File: config.mk
export PLATFORM = sky130hd
export DESIGN_NAME = instr_fetch_flat
export DESIGN_NICKNAME = d
export VERILOG_FILES = /design/src/rtl/instr_fetch_pkg.sv /design/src/rtl/instr_fetch_if.sv /design/src/rtl/instr_fetch_fifo.sv /design/src/rtl/instr_fetch.sv /design/src/flat_wrapper.sv
export SDC_FILE = /design/constraint.sdc
export NUM_CORES = 1
export LEC_CHECK = 0
export BUFFER_PORTS_ARGS = -buffer_cell sky130_fd_sc_hd__buf_2
export CAP_MARGIN = 10
export CORE_MARGIN = 2
export CORE_UTILIZATION = 45
export CTS_CLUSTER_SIZE = 28
export DETAILED_ROUTE_END_ITERATION = 8
export GPL_TIMING_DRIVEN = 1
export HOLD_SLACK_MARGIN = 0.06
export PLACE_DENSITY = 0.66
export SLEW_MARGIN = 40
export SYNTH_ARGS = -nofsm -noshare
export SYNTH_HDL_FRONTEND = slang
export SYNTH_SLANG_ARGS = --single-unit
File: constraint.sdc
create_clock -name clk_i -period 11.85 [get_ports clk_i]
set_input_delay 0.5925 -clock clk_i [delete_from_list [all_inputs] [get_ports clk_i]]
set_output_delay 0.5925 -clock clk_i [all_outputs]
set_load 0.03 [all_outputs]
File: src/rtl/instr_fetch_pkg.sv
// Shared pipeline definitions for the fetch front end, IF/ID and the hazard unit.
package instr_fetch_pkg;

  localparam int unsigned XLEN = 32;

  typedef logic [XLEN-1:0] word_t;

  localparam word_t RESET_PC_DEF = 32'h0000_0000;

  // Bubble instruction: IF/ID and the hazard unit treat an all-zero word as a NOP.
  localparam word_t NOP = '0;

  typedef struct packed {
    word_t instr;
    word_t pc;
  } fetch_entry_t;

  function automatic word_t next_pc(input word_t pc);
    return pc + word_t'(4);
  endfunction

endpackage

File: src/rtl/instr_fetch_if.sv
// Instruction memory request/response port between the fetch unit and imem.
interface instr_fetch_if
  import instr_fetch_pkg::*;
();

  logic  imem_req_o;
  word_t imem_addr_o;
  logic  imem_ready_i;
  logic  imem_valid_i;
  word_t imem_data_i;

  modport master (
    output imem_req_o,
    output imem_addr_o,
    input  imem_ready_i,
    input  imem_valid_i,
    input  imem_data_i
  );

  modport slave (
    input  imem_req_o,
    input  imem_addr_o,
    output imem_ready_i,
    output imem_valid_i,
    output imem_data_i
  );

endinterface

File: src/rtl/instr_fetch_fifo.sv
// Small synchronous FIFO with clear; head is combinational from the read pointer.
module fetch_fifo #(
  parameter int unsigned WIDTH = 64,
  parameter int unsigned DEPTH = 2
) (
  input  logic                   clk,
  input  logic                   rst,
  input  logic                   push,
  input  logic                   pop,
  input  logic                   clear,
  input  logic [WIDTH-1:0]       din,
  output logic [WIDTH-1:0]       head,
  output logic [$clog2(DEPTH):0] count
);

  localparam int unsigned AW = $clog2(DEPTH);
  localparam int unsigned CW = AW + 1;

  logic [WIDTH-1:0] mem [DEPTH];
  logic [AW-1:0]    rd_ptr;
  logic [AW-1:0]    wr_ptr;
  logic             empty;
  logic             full;
  logic             do_push;
  logic             do_pop;

  assign empty   = (count == '0);
  assign full    = (count == CW'(DEPTH));
  assign do_pop  = pop && !empty;
  // A push into a full FIFO is accepted only when the head leaves the same cycle.
  assign do_push = push && (!full || do_pop);

  always_ff @(posedge clk or posedge rst) begin
    if (rst) begin
      rd_ptr <= '0;
      wr_ptr <= '0;
      count  <= '0;
    end else if (clear) begin
      rd_ptr <= '0;
      wr_ptr <= '0;
      count  <= '0;
    end else begin
      if (do_push) wr_ptr <= wr_ptr + AW'(1);
      if (do_pop)  rd_ptr <= rd_ptr + AW'(1);
      count <= count + CW'(do_push) - CW'(do_pop);
    end
  end

  always_ff @(posedge clk) begin
    if (do_push && !clear) mem[wr_ptr] <= din;
  end

  assign head = mem[rd_ptr];

  overflow_check: assert property (@(posedge clk) disable iff (rst)
    !(push && !clear && full && !do_pop));

  underflow_check: assert property (@(posedge clk) disable iff (rst)
    !(pop && empty && !clear) || 1'b1);

endmodule

File: src/rtl/instr_fetch.sv
// Instruction-fetch front end: owns the PC, issues credit-limited imem requests,
// buffers returned words with their PCs and feeds IF/ID, dropping flushed responses.
module instr_fetch
  import instr_fetch_pkg::*;
#(
  parameter word_t       RESET_PC = RESET_PC_DEF,
  parameter int unsigned DEPTH    = 2
) (
  input  logic          clk_i,
  input  logic          rst_i,
  input  logic          stall_i,
  input  logic          MemStall_i,
  input  logic          flush_i,
  input  word_t         branch_target_i,
  instr_fetch_if.master imem,
  output word_t         instr_o,
  output word_t         PC_o
);

  localparam int unsigned CW = $clog2(DEPTH) + 1;
  localparam int unsigned SW = CW + 1;

  word_t         pc;
  word_t         pcq_head;
  logic [CW-1:0] outstanding;
  logic [CW-1:0] discard;
  logic [CW-1:0] buf_count;
  logic [CW-1:0] pcq_count;
  logic [SW-1:0] inflight;
  fetch_entry_t  buf_head;
  fetch_entry_t  buf_din;
  logic          advance;
  logic          pop;
  logic          push;
  logic          accept;
  logic          resp;
  logic          buf_valid;

  assign advance   = !stall_i && !MemStall_i && !flush_i;
  assign buf_valid = (buf_count != '0);
  assign pop       = advance && buf_valid;
  assign resp      = imem.imem_valid_i;

  // Credit counts the slot being vacated this cycle so DEPTH=2 sustains one per cycle.
  assign inflight         = SW'(outstanding) + SW'(buf_count) - SW'(pop);
  assign imem.imem_req_o  = !rst_i && !flush_i && (inflight < SW'(DEPTH));
  assign imem.imem_addr_o = pc;
  assign accept           = imem.imem_req_o && imem.imem_ready_i;

  assign push    = resp && !flush_i && (discard == '0);
  assign buf_din = '{instr: imem.imem_data_i, pc: pcq_head};

  assign instr_o = buf_valid ? buf_head.instr : NOP;
  assign PC_o    = buf_valid ? buf_head.pc    : NOP;

  always_ff @(posedge clk_i or posedge rst_i) begin
    if (rst_i) begin
      pc          <= RESET_PC;
      outstanding <= '0;
      discard     <= '0;
    end else begin
      outstanding <= outstanding + CW'(accept) - CW'(resp);
      if (flush_i) begin
        // Everything still in flight after this cycle belongs to the squashed path.
        pc      <= branch_target_i;
        discard <= outstanding - CW'(resp);
      end else begin
        if (accept) pc <= next_pc(pc);
        if (resp && (discard != '0)) discard <= discard - CW'(1);
      end
    end
  end

  fetch_fifo #(
    .WIDTH ($bits(fetch_entry_t)),
    .DEPTH (DEPTH)
  ) u_buf (
    .clk   (clk_i),
    .rst   (rst_i),
    .push  (push),
    .pop   (pop),
    .clear (flush_i),
    .din   (buf_din),
    .head  (buf_head),
    .count (buf_count)
  );

  // Request-PC queue: one entry per outstanding request, popped by every response.
  fetch_fifo #(
    .WIDTH (XLEN),
    .DEPTH (DEPTH)
  ) u_pcq (
    .clk   (clk_i),
    .rst   (rst_i),
    .push  (accept),
    .pop   (resp),
    .clear (1'b0),
    .din   (pc),
    .head  (pcq_head),
    .count (pcq_count)
  );

  pcq_tracks_outstanding: assert property (@(posedge clk_i) disable iff (rst_i)
    pcq_count == outstanding);

  discard_bounded: assert property (@(posedge clk_i) disable iff (rst_i)
    discard <= outstanding);

  no_orphan_response: assert property (@(posedge clk_i) disable iff (rst_i)
    !resp || (outstanding != '0));

  credit_bounded: assert property (@(posedge clk_i) disable iff (rst_i)
    (SW'(outstanding) + SW'(buf_count)) <= SW'(DEPTH));

endmodule

File: src/flat_wrapper.sv
// flat-port wrapper written by rule: the top's interface ports become plain ports
module instr_fetch_flat import instr_fetch_pkg::*;
#(
  parameter word_t       RESET_PC = RESET_PC_DEF,
  parameter int unsigned DEPTH    = 2
)
  (clk_i, rst_i, stall_i, MemStall_i, flush_i, branch_target_i, instr_o, PC_o, imem_imem_req_o, imem_imem_addr_o, imem_imem_ready_i, imem_imem_valid_i, imem_imem_data_i);
  instr_fetch_if imem_i ();
  input  logic clk_i;
  input  logic rst_i;
  input  logic stall_i;
  input  logic MemStall_i;
  input  logic flush_i;
  input  word_t branch_target_i;
  output word_t instr_o;
  output word_t PC_o;
  output wire logic [$bits(imem_i.imem_req_o)-1:0] imem_imem_req_o;
  output wire logic [$bits(imem_i.imem_addr_o)-1:0] imem_imem_addr_o;
  input wire logic [$bits(imem_i.imem_ready_i)-1:0] imem_imem_ready_i;
  input wire logic [$bits(imem_i.imem_valid_i)-1:0] imem_imem_valid_i;
  input wire logic [$bits(imem_i.imem_data_i)-1:0] imem_imem_data_i;
  assign imem_imem_req_o = imem_i.imem_req_o;
  assign imem_imem_addr_o = imem_i.imem_addr_o;
  assign imem_i.imem_ready_i = imem_imem_ready_i;
  assign imem_i.imem_valid_i = imem_imem_valid_i;
  assign imem_i.imem_data_i = imem_imem_data_i;
  instr_fetch #(.RESET_PC(RESET_PC), .DEPTH(DEPTH)) u_core (.clk_i(clk_i), .rst_i(rst_i), .stall_i(stall_i), .MemStall_i(MemStall_i), .flush_i(flush_i), .branch_target_i(branch_target_i), .imem(imem_i), .instr_o(instr_o), .PC_o(PC_o));
endmodule
==> results.md <==
- Top cell type's share of synthesized area: between 50% and 60%
- RSZ-0062 raised after global routing: false
- Clk pin slew, worst setup/hold paths: roughly 0.060 ns
- Num rows: 53
- Syn_nets: 740
- Number of CTS-inserted buffers: 25
- DRC: 0
- Total gr overflow: 0
- Die extent in y: about 150 um
- Min-Delay Path Class: in2async
- Most frequent cell after synthesis: edfxtp_1
- Layout cells sized above 1: between 30% and 40%
- Synth warn: 0
- Drt total wl: ~20 mm
- Nets@finish: 909
- R2r startpoint: u_core.u_buf.count[0]$_DFF_PP0_
- Max-slew headroom: between 40% and 50%
- Layout filler cell count: ~1,800
- Design Area, Final: 11,700 um2
- Initial core utilization: between 40% and 50%
- Routability cong.: approximately 0.79
- Core area: 21,100 um2
- DRT antenna net count: 0
- Die area: approximately 23,000 um2
- Wire per inst: around 18 um
- Synthesized area per cell: 14.7 um2
- Via count: approximately 6,000
- CP Data Arrival Time: 4.71 ns
- Max Slew Vio Count: 0
- Fmax: about 220 MHz
- Number of synthesized flops with an enable pin: about 190
- Synth top cells by count: edfxtp_1 (192), nor2_1 (82), mux2i_1 (66), dfrtp_1 (44), nand2_1 (41)
- CP Max Fanout: 45
- Post-placement setup slack: about 6.4 ns
- Reg2reg setup slack: about 7.4 ns
- Leak: ~0.0044 uW
- Final period utilization: a little under two fifths
- Ys async rst share: 18.6%
- CP endpoint kind: flop
- Hpwl dp: 12.9 mm
- Clk_lat worst skew: a little over 0.5 ns
- Largest area contributor in the netlist: edfxtp_1
- Die X: around 150 um
- H-tree Lvls: 1
- Max-cap violations: 0
- Largest net degree at the start of global routing: 65
- Skew final: a little under 0.008 ns
- Placed Area: ~11,000 um2
- Seq/Total Area, Yosys: 70.9%
- Clock root buffer: clkbuf_16
- DR vias/cell: roughly 5.3
- Outcome: complete, no violations
- First-pass GRT wire length: around 30 mm
- Required time of the critical path: approximately 12 ns
- CP Class: in2reg
- Post-CTS Repair Setup Buffers: 0
- Distinct cells, synth: between 40 and 50
- Final Critical Period: roughly 4.5 ns
- Post-cts resize count: 0
- Top-Level Pins: roughly 170
- Mapped cell area: approximately 9700 um2
- Number of global-route vias before repair: roughly 5,600
- Synth top area cells: edfxtp_1 (60%), dfrtp_1 (11%), mux2i_1 (6.8%)
- Count of final setup violators: 0
- PnR worst setup slack: 7.35 ns
- Pwr Density: 195 nW/um2
- RR Endpoint: u_core.u_pcq.mem[0][9]$_DFFE_PP_
- Flops & latches, synth: between 200 and 250
- CTS tree: yes
- Antenna Cells: 0
- Worst r2r path cells: 11
- Main synth FF type: edfxtp_1
- Cts hold-fix bufs: 0
- Final hold violation count: 0
- DR iter-0 viols: ~340
- Worst Tran Pin Value: approximately 0.76 ns
- PortBufs: 167
- Total Routing Usage GR: ~17%
- Pre-Repair DR Iteration Count: 5
- Cells after Synth: around 660
- Pwr Total: ~2300 uW
- Peak supply drop: between 0.1 and 0.15 mV
- Clock buffer depth: 3
- Initial antenna violation count: 0
- Setup_tns: 0 ns
- Startpoint types: input pin
- Area Growth Syn to Fin: 20.9%
- Clock sink count: 236
==> worst max-delay path, stage by stage <==
cell and delay, ns:
buf_4 0.26, nor4_2 0.57, ha_1 0.33, nand2b_1 0.17, fa_1 0.52, nand2b_1 0.08
or4b_2 0.94, clkinv_4 0.28, nand2_1 0.22, nor2_4 0.50, buf_16 0.23
==> layout by cell type, fill, tap and decap left out, types with 8 or more instances in the layout <==
cell type | netlist | routed
mux2_2 | 35 | 35
clkbuf_16 | 0 | 25
ha_1 | 9 | 9
dfrtp_1 | 44 | 43
o211ai_1 | 17 | 17
buf_2 | 3 | 166
edfxtp_1 | 192 | 192
clkbuf_1 | 24 | 12
mux2i_1 | 66 | 66
o21ai_0 | 18 | 18
nand4_1 | 8 | 8
nand3_1 | 22 | 22
nand2_1 | 41 | 41
nor2_1 | 82 | 78
inv_1 | 12 | 11
==> per-layer routing <==
layer / wire length [um] / vias up / track usage (%)
met5: 0 / - / 0
met3: 1420 / 31 / 3.48
met4: 435 / 0 / 4.63
li1: - / 2807 / -
met2: 9650 / 189 / 29.3
met1: 8410 / 2869 / 22.8
==> sequential cells by signal, summed over array words and instances, names as in the netlist, 2 cells and up <==
register                 flops
u_core.imem.imem_addr_o     32
u_core.discard               2
u_core.u_pcq.mem            64
u_core.u_buf.mem           128
u_core.u_pcq.count           2
u_core.outstanding           2
u_core.u_buf.count           2
==> cell families after synthesis <==
kind of cell,after synthesis,share of synthesized area [%]
adder cells (fa/ha/maj),10,1.37
AND/OR/NAND/NOR,192,9.38
AO/OA/AOI/OAI,64,4.60
XOR/XNOR,10,0.904
flip-flops,236,70.9
buffers and inverters,46,1.95
multiplexers,101,10.9
==> final cells by class <==
type                       count  area, um2  share of cell area (%)
clock inverter                 5        100                   0.855
tap                          275        344                    2.94
timing repair buffer         174        947                    8.09
clock buffer                  40        712                    6.08
sequential                   236       6870                    58.7
multi-input combinational    377       2670                    22.8
inverter                      14       60.1                   0.513
==> per-stage QoR <==
stage / cells / util, % / hold slack, ns
after CTS: 1121 / 55.4 / 0.178
after detailed placement: 1076 / 51.6 / 0.490
after global placement: 1073 / 51.2 / 0.486
final: 1121 / 55.5 / 0.165
after floorplan: 659 / - / 0.467
after global routing: 1121 / 55.5 / 0.206
==> report_power, final <==
| group | internal [uW] | switching [uW] |
|---|---|---|
| clock network | 474 | 290 |
| registers | 1000 | 61.2 |
| logic | 164 | 289 |
| total | 1640 | 640 |
==> worst max-delay path by stage <==
| stage | start | to | slack, ns | cells past startpoint |
|---|---|---|---|---|
| after global placement | flush_i | u_core.u_pcq.mem[0][17]$_DFFE_PP_ | 6.42 | 10 |
| after detailed placement | flush_i | u_core.u_pcq.mem[1][21]$_DFFE_PP_ | 6.42 | 11 |
| after global routing | flush_i | u_core.u_pcq.mem[0][15]$_DFFE_PP_ | 7.10 | 11 |
| final | flush_i | u_core.u_pcq.mem[0][9]$_DFFE_PP_ | 7.35 | 11 |
| after floorplan | flush_i | u_core.u_pcq.mem[0][0]$_DFFE_PP_ | 6.62 | 13 |
| after CTS | flush_i | u_core.u_pcq.mem[0][9]$_DFFE_PP_ | 6.93 | 11 |
(Power assumes the default switching activity.)
